[src/rtl/fp_pkg.sv]
`default_nettype none
//==============================================================================
// Module      : fp (package)
// Description : Single-precision float layout, adder state encoding and helpers
// Revision    : 1.0 - initial release
//==============================================================================
package fp;

    localparam int EXP_W  = 8;
    localparam int FRAC_W = 23;
    localparam int MAN_W  = 24;

    localparam logic [EXP_W-1:0] EXP_MAX = 8'hFF;
    localparam int               BIAS    = 127;

    typedef struct packed {
        logic              sign;
        logic [EXP_W-1:0]  exp;
        logic [FRAC_W-1:0] frac;
    } float;

    typedef enum logic [2:0] {
        IDLE  = 3'd0,
        ALIGN = 3'd1,
        ADD   = 3'd2,
        NORM  = 3'd3,
        DONE  = 3'd4
    } add_state_t;

    // Zero exponent means zero: denormals are flushed.
    function automatic logic [MAN_W-1:0] mantissa(input float f);
        return (f.exp == '0) ? '0 : {1'b1, f.frac};
    endfunction

endpackage
`default_nettype wire

[src/rtl/fp_align_shifter.sv]
`default_nettype none
//==============================================================================
// Module      : fp_align_shifter
// Description : 24-bit logarithmic right shifter, zero for amounts of 24 or more
// Revision    : 1.0 - initial release
//==============================================================================
module fp_align_shifter
    import fp::*;
(
    input  logic [MAN_W-1:0] i_man,
    input  logic [EXP_W-1:0] i_amt,
    output logic [MAN_W-1:0] o_man
);

    localparam logic [EXP_W-1:0] c_limit = EXP_W'(MAN_W);

    logic [MAN_W-1:0] w_stage [0:5];

    assign w_stage[0] = i_man;

    generate
        for (genvar i = 0; i < 5; i++) begin : g_stage
            assign w_stage[i+1] = i_amt[i] ? (w_stage[i] >> (1 << i)) : w_stage[i];
        end
    endgenerate

    assign o_man = (i_amt >= c_limit) ? '0 : w_stage[5];

endmodule
`default_nettype wire

[src/rtl/fp_add_core.sv]
`default_nettype none
//==============================================================================
// Module      : fp_add_core
// Description : Sequential add/subtract of magnitude-ordered floats with
//               iterative one-bit-per-cycle normalisation
// Revision    : 1.0 - initial release
//==============================================================================
module fp_add_core
    import fp::*;
(
    input  logic clk,
    input  logic reset,
    input  logic in_valid,
    output logic in_ready,
    input  float bign,
    input  float smalln,
    output logic out_valid,
    input  logic out_ready,
    output float sum,
    output logic ovf
);

    add_state_t r_state;
    add_state_t w_next_state;
    logic       w_accept;

    float             r_big;
    float             r_small;
    logic [EXP_W-1:0] r_exp;
    logic [MAN_W-1:0] r_man_big;
    logic [MAN_W-1:0] r_man_small;
    logic [MAN_W:0]   r_acc;
    logic             r_sub;
    float             r_sum;
    logic             r_ovf;
    logic             r_out_valid;

    logic [MAN_W-1:0] w_man_small;
    logic [MAN_W-1:0] w_shifted;
    logic [EXP_W-1:0] w_diff;
    logic [EXP_W-1:0] w_exp_inc;
    logic             w_special;
    logic             w_carry;
    logic             w_zero;
    logic             w_lead;
    logic             w_floor;

    assign w_man_small = mantissa(r_small);
    assign w_diff      = r_big.exp - r_small.exp;

    fp_align_shifter u_align (
        .i_man (w_man_small),
        .i_amt (w_diff),
        .o_man (w_shifted)
    );

    assign w_exp_inc = r_exp + 8'd1;
    assign w_special = (r_big.exp == EXP_MAX);
    assign w_carry   = r_acc[MAN_W];
    assign w_zero    = (r_acc == '0);
    assign w_lead    = r_acc[MAN_W-1];
    // A further left shift would drive the exponent to zero: flush instead.
    assign w_floor   = (r_exp <= 8'd1);

    always_ff @(posedge clk or posedge reset) begin
        if (reset) begin
            r_state <= IDLE;
        end else begin
            r_state <= w_next_state;
        end
    end

    always_comb begin
        w_next_state = r_state;
        w_accept     = 1'b0;
        case (r_state)
            IDLE: begin
                if (in_valid) begin
                    w_accept     = 1'b1;
                    w_next_state = ALIGN;
                end
            end
            ALIGN: w_next_state = ADD;
            ADD:   w_next_state = NORM;
            NORM: begin
                if (w_special || w_carry || w_zero || w_lead || w_floor) begin
                    w_next_state = DONE;
                end
            end
            DONE: begin
                if (out_ready) begin
                    w_next_state = IDLE;
                end
            end
            default: w_next_state = IDLE;
        endcase
    end

    always_ff @(posedge clk or posedge reset) begin
        if (reset) begin
            r_big       <= '0;
            r_small     <= '0;
            r_exp       <= '0;
            r_man_big   <= '0;
            r_man_small <= '0;
            r_acc       <= '0;
            r_sub       <= 1'b0;
            r_sum       <= '0;
            r_ovf       <= 1'b0;
            r_out_valid <= 1'b0;
        end else begin
            case (r_state)
                IDLE: begin
                    if (w_accept) begin
                        r_big   <= bign;
                        r_small <= smalln;
                    end
                end
                ALIGN: begin
                    r_exp       <= r_big.exp;
                    r_man_big   <= mantissa(r_big);
                    r_man_small <= w_shifted;
                    r_sub       <= r_big.sign ^ r_small.sign;
                end
                ADD: begin
                    if (r_sub) begin
                        r_acc <= {1'b0, r_man_big} - {1'b0, r_man_small};
                    end else begin
                        r_acc <= {1'b0, r_man_big} + {1'b0, r_man_small};
                    end
                end
                NORM: begin
                    if (w_special) begin
                        r_sum       <= r_big;
                        r_ovf       <= 1'b0;
                        r_out_valid <= 1'b1;
                    end else if (w_carry) begin
                        if (w_exp_inc == EXP_MAX) begin
                            r_sum <= {r_big.sign, EXP_MAX, {FRAC_W{1'b0}}};
                            r_ovf <= 1'b1;
                        end else begin
                            r_sum <= {r_big.sign, w_exp_inc, r_acc[MAN_W-1:1]};
                            r_ovf <= 1'b0;
                        end
                        r_out_valid <= 1'b1;
                    end else if (w_zero) begin
                        r_sum       <= '0;
                        r_ovf       <= 1'b0;
                        r_out_valid <= 1'b1;
                    end else if (w_lead) begin
                        r_sum       <= {r_big.sign, r_exp, r_acc[FRAC_W-1:0]};
                        r_ovf       <= 1'b0;
                        r_out_valid <= 1'b1;
                    end else if (w_floor) begin
                        r_sum       <= {r_big.sign, {(EXP_W+FRAC_W){1'b0}}};
                        r_ovf       <= 1'b0;
                        r_out_valid <= 1'b1;
                    end else begin
                        r_acc <= {r_acc[MAN_W-1:0], 1'b0};
                        r_exp <= r_exp - 8'd1;
                    end
                end
                DONE: begin
                    if (out_ready) begin
                        r_out_valid <= 1'b0;
                    end
                end
                default: ;
            endcase
        end
    end

    assign in_ready  = (r_state == IDLE) && !reset;
    assign out_valid = r_out_valid;
    assign sum       = r_sum;
    assign ovf       = r_ovf;

endmodule
`default_nettype wire

[config.mk]
export PLATFORM = sky130hd
export DESIGN_NAME = fp_add_core
export DESIGN_NICKNAME = d
export VERILOG_FILES = /design/src/rtl/fp_pkg.sv /design/src/rtl/fp_align_shifter.sv /design/src/rtl/fp_add_core.sv
export SDC_FILE = /design/constraint.sdc
export NUM_CORES = 1
export LEC_CHECK = 0
export CAP_MARGIN = 20
export CORE_MARGIN = 2
export CORE_UTILIZATION = 36
export CTS_CLUSTER_DIAMETER = 60
export CTS_CLUSTER_SIZE = 20
export DETAILED_ROUTE_END_ITERATION = 8
export SYNTH_ARGS = -nofsm -noshare
export SYNTH_HDL_FRONTEND = slang
export SYNTH_SLANG_ARGS = --single-unit
[constraint.sdc]
create_clock -name clk -period 9.25 [get_ports clk]
set_input_delay 1.3875 -clock clk [delete_from_list [all_inputs] [get_ports clk]]
set_output_delay 1.3875 -clock clk [all_outputs]
set_load 0.05 [all_outputs]
==> results of run 1 <==
[layer usage]
layer	GRT usage, %	wire (um)
met1	27.3	15000
met2	29.5	14200
met3	2.61	1360
met4	5.12	505
met5	0	0
[worst max path at each step]
stage | end | slack (ps)
2_1_floorplan | out_valid | 2890
6_report | in_ready | 4920
4_1_cts | in_ready | 4930
3_5_place_dp | in_ready | 4920
5_1_grt | in_ready | 4790
3_3_place_gp | in_ready | 4920
[stage by stage]
step / utilization (%) / std cells / hold WS, ps / instance area (um^2) / setup WS (ps)
after global routing: 42.8 / 1701 / 510 / 13500 / 4790
final: 42.8 / 1701 / 481 / 13500 / 4920
after detailed placement: 40.7 / 1667 / 464 / 12900 / 4920
after global placement: 40.7 / 1667 / 461 / 12900 / 4920
after floorplan: - / 1230 / 456 / 11600 / 2890
after CTS: 42.7 / 1699 / 480 / 13500 / 4930
[critical path: stages]
cell	delay [ps]
clkdlybuf4s50_1	480
nor4_1	210
clkdlybuf4s50_1	860
[kinds of logic after synthesis]
group | synth area share, %
buf+inv | 4.25
xor+xnor | 3.07
mux | 10.9
flops | 39.5
simple gates | 15.1
fa+ha+maj | 4.23
compound gates | 23.0
[final cells by class]
type                            count  area (um^2)  area share [%]
Multi-Input combinational cell    933         6550            48.4
Sequential cell                   183         4580            33.8
Timing Repair Buffer              117         1160            8.57
Tap cell                          402          503            3.71
Clock buffer                       20          457            3.37
Clock inverter                     12          161            1.19
Inverter                           34          133           0.979
[registers in the layout, indices dropped and copies added, names as in the netlist, 3 cells and up]
name and flops:
r_big 32, sum 32, r_state 3, r_acc 25, r_exp 8, r_man_big 24, r_man_small 24, r_small 32
[Yosys cell counts (all sizes together) (8+ instances only)]
cell	n
o21ai	105
a22o	21
clkbuf	48
nand3	19
nand4	14
nor2	87
mux4	13
buf	32
nor4	18
o211ai	10
o41ai	16
o31ai	16
a21oi	78
xor2	13
nor3	27
ha	36
a221o	25
nand2b	10
dfrtp	183
a221oi	8
nand2	146
mux2	71
a31oi	17
mux2i	16
or3	10
inv	34
o21a	10
xnor2	26
==> results_dict.tcl, run 1 <==
set metrics [dict create \
    synthCells 1230 \
    area_growth_pct 16.8 \
    tns_ps 0 \
    first_global_vias 9171 \
    clkTransAtPathRegs_ps 70 \
    die_y_um 183 \
    relSlewSlack_pct 28.8 \
    crit_fanout 2 \
    holdCritPathClass "reg -> reg" \
    n_antenna_cell 0 \
    synthesis.area_mm2 0.0116 \
    fin_crit_sh_pct 46.8 \
    syn-num-nets 1336 \
    final_cell_mix "dfrtp_1 (183), nand2_1 (144), clkdlybuf4s50_1 (102), nor2_1 (85), o21ai_0 (81)" \
    nets 1392 \
    rrSetupSlack_ps 5570 \
    grt_max_degree 70 \
    rsz0062_at_grt "no" \
    path_class "in -> out" \
    synth-seq-area-share_pct 39.5 \
    outcome "complete, no violations" \
    worstSkewPairLatency_ps 440 \
    num-fill-cells 3108 \
    core_area_mm2 0.0316 \
    drc 0 \
    dp_hpwl_mm 23.0 \
    min_period_ps 4330 \
    drive_above_1_share_pct 12.5 \
    fmax_mhz 231 \
    holdPathStages 2 \
    crit_start "reset" \
    grt_use_total_pct 18.9 \
    synth_edf_count 0 \
    cts_setup_buffers 0 \
    cts_root_buf "clkbuf_16" \
    tightestPinTransition_ps 1060 \
    fp.dieW_um 183 \
    portBuffers 102 \
    place_congestion 0.867 \
    final_common_cell "dfrtp_1" \
    clock-sinks 183 \
    ant_nets 0 \
    r2r_start "r_man_small[0]" \
    end_kind "primary output" \
    die_area_mm2 0.0337 \
    io_pins 103 \
    min_to "sum[25]" \
    yosys_warnings 0 \
    yosys-top-cells-area "dfrtp_1 (39%), mux2_2 (6.9%), nand2_1 (4.7%)" \
    critPathArrivalTime_ps 2940 \
    ctsLongestPathBuffers 2 \
    cts_tree "done" \
    cts.repair.resized 0 \
    maxCapViolations 0 \
    synth.distinct_cells 83 \
    synth_seq_cells 183 \
    post_drt_via_cell_ratio 5.69 \
    synth_flop_cell "dfrtp_1" \
    antenna_found_initial 0 \
    cts_buffers 17 \
    drt_iter0_markers 685 \
    start_kind "input port" \
    worst-endpoint-required_ps 7860 \
    synth_top_area_share_pct 39.5 \
    skew_ps 12.3 \
    synth_top_cell_by_area "dfrtp_1" \
    worstRegToRegCells 12 \
    dr_total_vias 9673 \
    wirelength_mm 31.1 \
    routedWlPerCell_um 18.3 \
    grt_remaining_overflow 0 \
    final_hold_viol_count 0 \
    async_flop_share_pct 100 \
    grt_pass1_wl_mm 50.9 \
    reg2reg_to "r_acc[13]" \
    drt_pass1_iterations 7 \
    postCtsHoldBufs 0 \
    setup_viol 0 \
    start_util_pct 36.7 \
    hold_start "sum[25]" \
    report.final.slew_viol_count 0 \
    h-tree-depth 4 \
    row_count 65 \
    synth.avg_cell_area_um2 9.43 \
]
Power of run 1 is not shown: default switching activity piles up to over one toggle a cycle in this logic, so the estimate is an artifact.
==> inputs of run 2 (changes only) <==
- clock period: 9.25 -> 3.51 ns (I/O delays scaled with it)
==> results_dict.tcl, run 2 (same netlist as run 1, synthesis figures left out) <==
set metrics [dict create \
    ctsLongestPathBuffers 2 \
    drc 0 \
    path_cells "inv_1, ha_1, nand4b_1, buf_4, nor2_1, a21oi_1, xnor2_1, ha_1, a21oi_2, nor3_1, or3_1, nor3b_1, nor4b_1, a221o_1" \
    drt_iter0_markers 688 \
    worst-endpoint-required_ps 3850 \
    core_area_mm2 0.0316 \
    place_ws_ps -40.5 \
    cp_slowest_cell "dfrtp_1" \
    worstSkewPairLatency_ps 450 \
    min_to "sum[25]" \
    grtUsageMet1_pct 27.2 \
    row_count 65 \
    fp.dieW_um 183 \
    start_kind "flop" \
    start_util_pct 36.7 \
    final_cell_mix "dfrtp_1 (183), nand2_1 (144), clkdlybuf4s50_1 (102), nor2_1 (85), o21ai_0 (79)" \
    clkTransAtPathRegs_ps 80 \
    hold_start "sum[25]" \
    wirelength_mm 31.6 \
    relSlewSlack_pct 40.1 \
    post_drt_via_cell_ratio 5.68 \
    portBuffers 102 \
    h-tree-depth 4 \
    holdPathStages 2 \
    die_y_um 183 \
    drive_above_1_share_pct 15.2 \
    grt_use_total_pct 19.2 \
    critPathArrivalTime_ps 3660 \
    clock-sinks 183 \
    final-instance-count-excl-fill 1728 \
    dr_total_vias 9813 \
    fmax_mhz 301 \
    outcome "complete, no violations" \
    cts_root_buf "clkbuf_16" \
    min_period_ps 3320 \
    ant_nets 0 \
    grt_pass1_wl_mm 51.3 \
    drt_pass1_iterations 5 \
    fin_crit_sh_pct 94.6 \
    dpl_cell_area_mm2 0.0131 \
    place_inst 1694 \
    report.final.slew_viol_count 0 \
    cp_common_cell "ha_1" \
    r2r_start "r_man_small[0]" \
    num-fill-cells 3103 \
    setup_viol 0 \
    n_antenna_cell 0 \
    rsz0062_at_grt "yes" \
    crit_fanout 5 \
    maxCapViolations 0 \
    io_pins 103 \
    skew_ps 10.6 \
    tightestPinTransition_ps 894 \
    end_kind "flop" \
    reg2reg_to "r_acc[19]" \
    area_growth_pct 18.9 \
    final_area_mm2 0.0138 \
    dp_hpwl_mm 23.9 \
    use_met2_pct 30.3 \
    grt_max_degree 72 \
    fin_ws_ps 190 \
    cts_buffers 17 \
    finish.utilization_pct 43.6 \
    die_area_mm2 0.0337 \
    final_common_cell "dfrtp_1" \
    nets 1419 \
    routedWlPerCell_um 18.3 \
    final_hold_viol_count 0 \
    worstRegToRegCells 14 \
    antenna_found_initial 0 \
    met3_usage_pct 3.05 \
    path_class "reg -> reg" \
    rrSetupSlack_ps 190 \
    cts_tree "done" \
    first_global_vias 9506 \
    max_stage_delay_ps 420 \
    place_congestion 0.869 \
    grt_remaining_overflow 0 \
    holdCritPathClass "reg -> reg" \
    top_usage_layer "met2" \
]
[run 2: changes by cell type in the layout (fill, tap and decap cells not counted), moves of 3 or more]
cell        previous run  this run
inv_8                  0         4
clkinvlp_4             0         5
buf_12                 0         3
inv_6                  5         2
buf_4                 13        38
a21oi_1               76        72
a21oi_2                1         5
[run 2: worst max path at each step]
stage                         startpoint        end  slack [ps]  cells past startpoint
after floorplan           r_man_small[0]  r_acc[13]         390                     12
after global placement    r_man_small[7]  r_acc[24]           3                     13
after detailed placement  r_man_small[7]  r_acc[24]         -40                     13
after CTS                 r_man_small[0]  r_acc[19]          80                     13
after global routing      r_man_small[0]  r_acc[17]         -20                     13
final                     r_man_small[0]  r_acc[19]         190                     14
[run 2: final cells by class]
cell class,count,area [um^2],area share [%]
Inverter,34,131,0.952
Tap cell,402,503,3.65
Timing Repair Buffer,144,1380,10.0
Sequential cell,183,4580,33.2
Multi-Input combinational cell,933,6630,48.0
Clock inverter,14,141,1.03
Clock buffer,18,429,3.11
[run 2: layer usage]
layer  part of all wire, %  wire, um
met4                   1.8       569
met2                    46     14500
met5                     0         0
met3                   4.3      1350
met1                    48     15200
[run 2: stage by stage]
| step | hold slack (ps) | TNS [ps] |
|---|---|---|
| global placement | 457 | 0 |
| CTS | 484 | 0 |
| detailed placement | 467 | -40.5 |
| floorplan | 456 | 0 |
| finish | 481 | 0 |
| global route | 509 | -30.6 |
[run 2: timing repair]
| item | in CTS | in global routing |
|---|---|---|
| gates resized for setup | 1 | 16 |
| pin swaps | 0 | 3 |
| setup buffers | 0 | 1 |
| setup endpoints to repair | 1 | 11 |
| hold buffers | 0 | 0 |
[run 2: worst max-delay path, delay by kind of cell (launching register included)]
family	cells	cell delay (ps)
AND/OR/NAND/NOR	6	1130
AO/OA/AOI/OAI	3	610
adder cells (fa/ha/maj)	2	530
flip-flops	1	420
buffers and inverters	2	270
XOR/XNOR	1	250
Power of run 2 is left out for the same reason.
==> inputs of run 3 (changes only) <==
- CORE_ASPECT_RATIO: not set -> 0.5
- clock period: 3.51 -> 3.4 ns (I/O delays scaled with it)
==> results_dict.tcl, run 3 (same netlist as run 1, synthesis figures left out) <==
set metrics [dict create \
    post_drt_via_cell_ratio 5.70 \
    nets 1442 \
    fin_crit_sh_pct 97.5 \
    grt_remaining_overflow 0 \
    cts_tree "done" \
    grt_pass1_wl_mm 54.9 \
    die_y_um 131 \
    drive_above_1_share_pct 18.0 \
    end_kind "flop" \
    cts_root_buf "clkbuf_16" \
    start_util_pct 36.6 \
    ant_nets 0 \
    place_congestion 0.935 \
    die_area_mm2 0.0338 \
    drt_pass1_iterations 5 \
    min_period_ps 3310 \
    grt_max_degree 49 \
    row_count 46 \
    path_cells "nor4_2, nand2_1, nor3_2, buf_4, nor2_1, xnor2_1, ha_1, a21oi_2, o21ai_0, or3_1, a41oi_1, a31o_2, nor2_1" \
    routedWlPerCell_um 19.5 \
    final_common_cell "dfrtp_1" \
    report.final.slew_viol_count 0 \
    met3_usage_pct 5.77 \
    worst-endpoint-required_ps 3750 \
    critPathArrivalTime_ps 3660 \
    h-tree-depth 4 \
    setup_viol 0 \
    max_stage_delay_ps 450 \
    path_class "reg -> reg" \
    final_cell_mix "dfrtp_1 (183), nand2_1 (144), clkdlybuf4s50_1 (102), nor2_1 (83), o21ai_0 (77)" \
    fmax_mhz 302 \
    io_pins 103 \
    drt_iter0_markers 849 \
    worstSkewPairLatency_ps 470 \
    holdCritPathClass "reg -> reg" \
    maxCapViolations 0 \
    start_kind "flop" \
    antenna_found_initial 0 \
    n_antenna_cell 0 \
    portBuffers 102 \
    skew_ps 17.6 \
    tightestPinTransition_ps 953 \
    cp_slowest_cell "dfrtp_1" \
    grtUsageMet1_pct 31.4 \
    relSlewSlack_pct 36.3 \
    crit_fanout 6 \
    core_area_mm2 0.0317 \
    tns_ps 0 \
    top_usage_layer "met1" \
    first_global_vias 9555 \
    clkTransAtPathRegs_ps 70 \
    ctsLongestPathBuffers 2 \
    cts_buffers 17 \
    dp_hpwl_mm 26.7 \
    postCtsHoldBufs 0 \
    wirelength_mm 34.7 \
    use_met2_pct 30.1 \
    drc 0 \
    final_hold_viol_count 0 \
    fp.dieW_um 258 \
    finish.utilization_pct 44.7 \
    dr_total_vias 10155 \
    rsz0062_at_grt "yes" \
    area_growth_pct 22.2 \
    cp_common_cell "nor2_1" \
    grt_use_total_pct 21.1 \
    outcome "complete, no violations" \
    clock-sinks 183 \
]
==> run 3: final timing paths <==
path	startpoint	end	slack [ps]	depth (start not counted)
max	r_man_small[12]	r_acc[23]	90	13
min	sum[23]	sum[23]	480	2
max reg2reg	r_man_small[12]	r_acc[23]	90	13
min reg2reg	sum[23]	sum[23]	480	2
max in group asynchronous	reset	sum[8]	2020	3
min in group asynchronous	reset	r_state[0]	620	2
==> run 3: critical path, delay by kind of cell (launching register included) <==
kind | cells | cell delay, ps
simple gates | 6 | 1140
compound gates | 4 | 880
flops | 1 | 450
fa+ha+maj | 1 | 350
xor+xnor | 1 | 230
buf+inv | 1 | 160
==> run 3: final cells by class <==
cell class | instances | area (um^2)
clock buffers | 21 | 480
clock inverters | 11 | 135
fillers | 3015 | 17500
inverters | 34 | 131
multi-input cells | 933 | 6720
flip-flops and latches | 183 | 4580
well taps | 432 | 541
repair buffers | 167 | 1580
==> run 3: per-layer routing <==
metal / share of wire [%] / wire [um]
met4: 1.2 / 420
met1: 50 / 17300
met2: 42 / 14500
met5: 0 / 0
met3: 7.1 / 2460
==> run 3: per-stage QoR <==
stage	area (um^2)	worst slack (ps)	cells	hold WS, ps
after floorplan	11600	281	1230	456
after global placement	13400	-16.0	1746	468
after detailed placement	13400	-71.5	1746	474
after CTS	14000	5.73	1778	490
after global routing	14200	-70.9	1781	517
final	14200	85.5	1781	482
==> run 3: timing repair <==
item | CTS | global route
pin swaps | 0 | 3
gates resized for setup | 1 | 38
setup buffers | 0 | 3
endpoints found under the setup margin | 1 | 19
Power of run 3 is left out for the same reason.
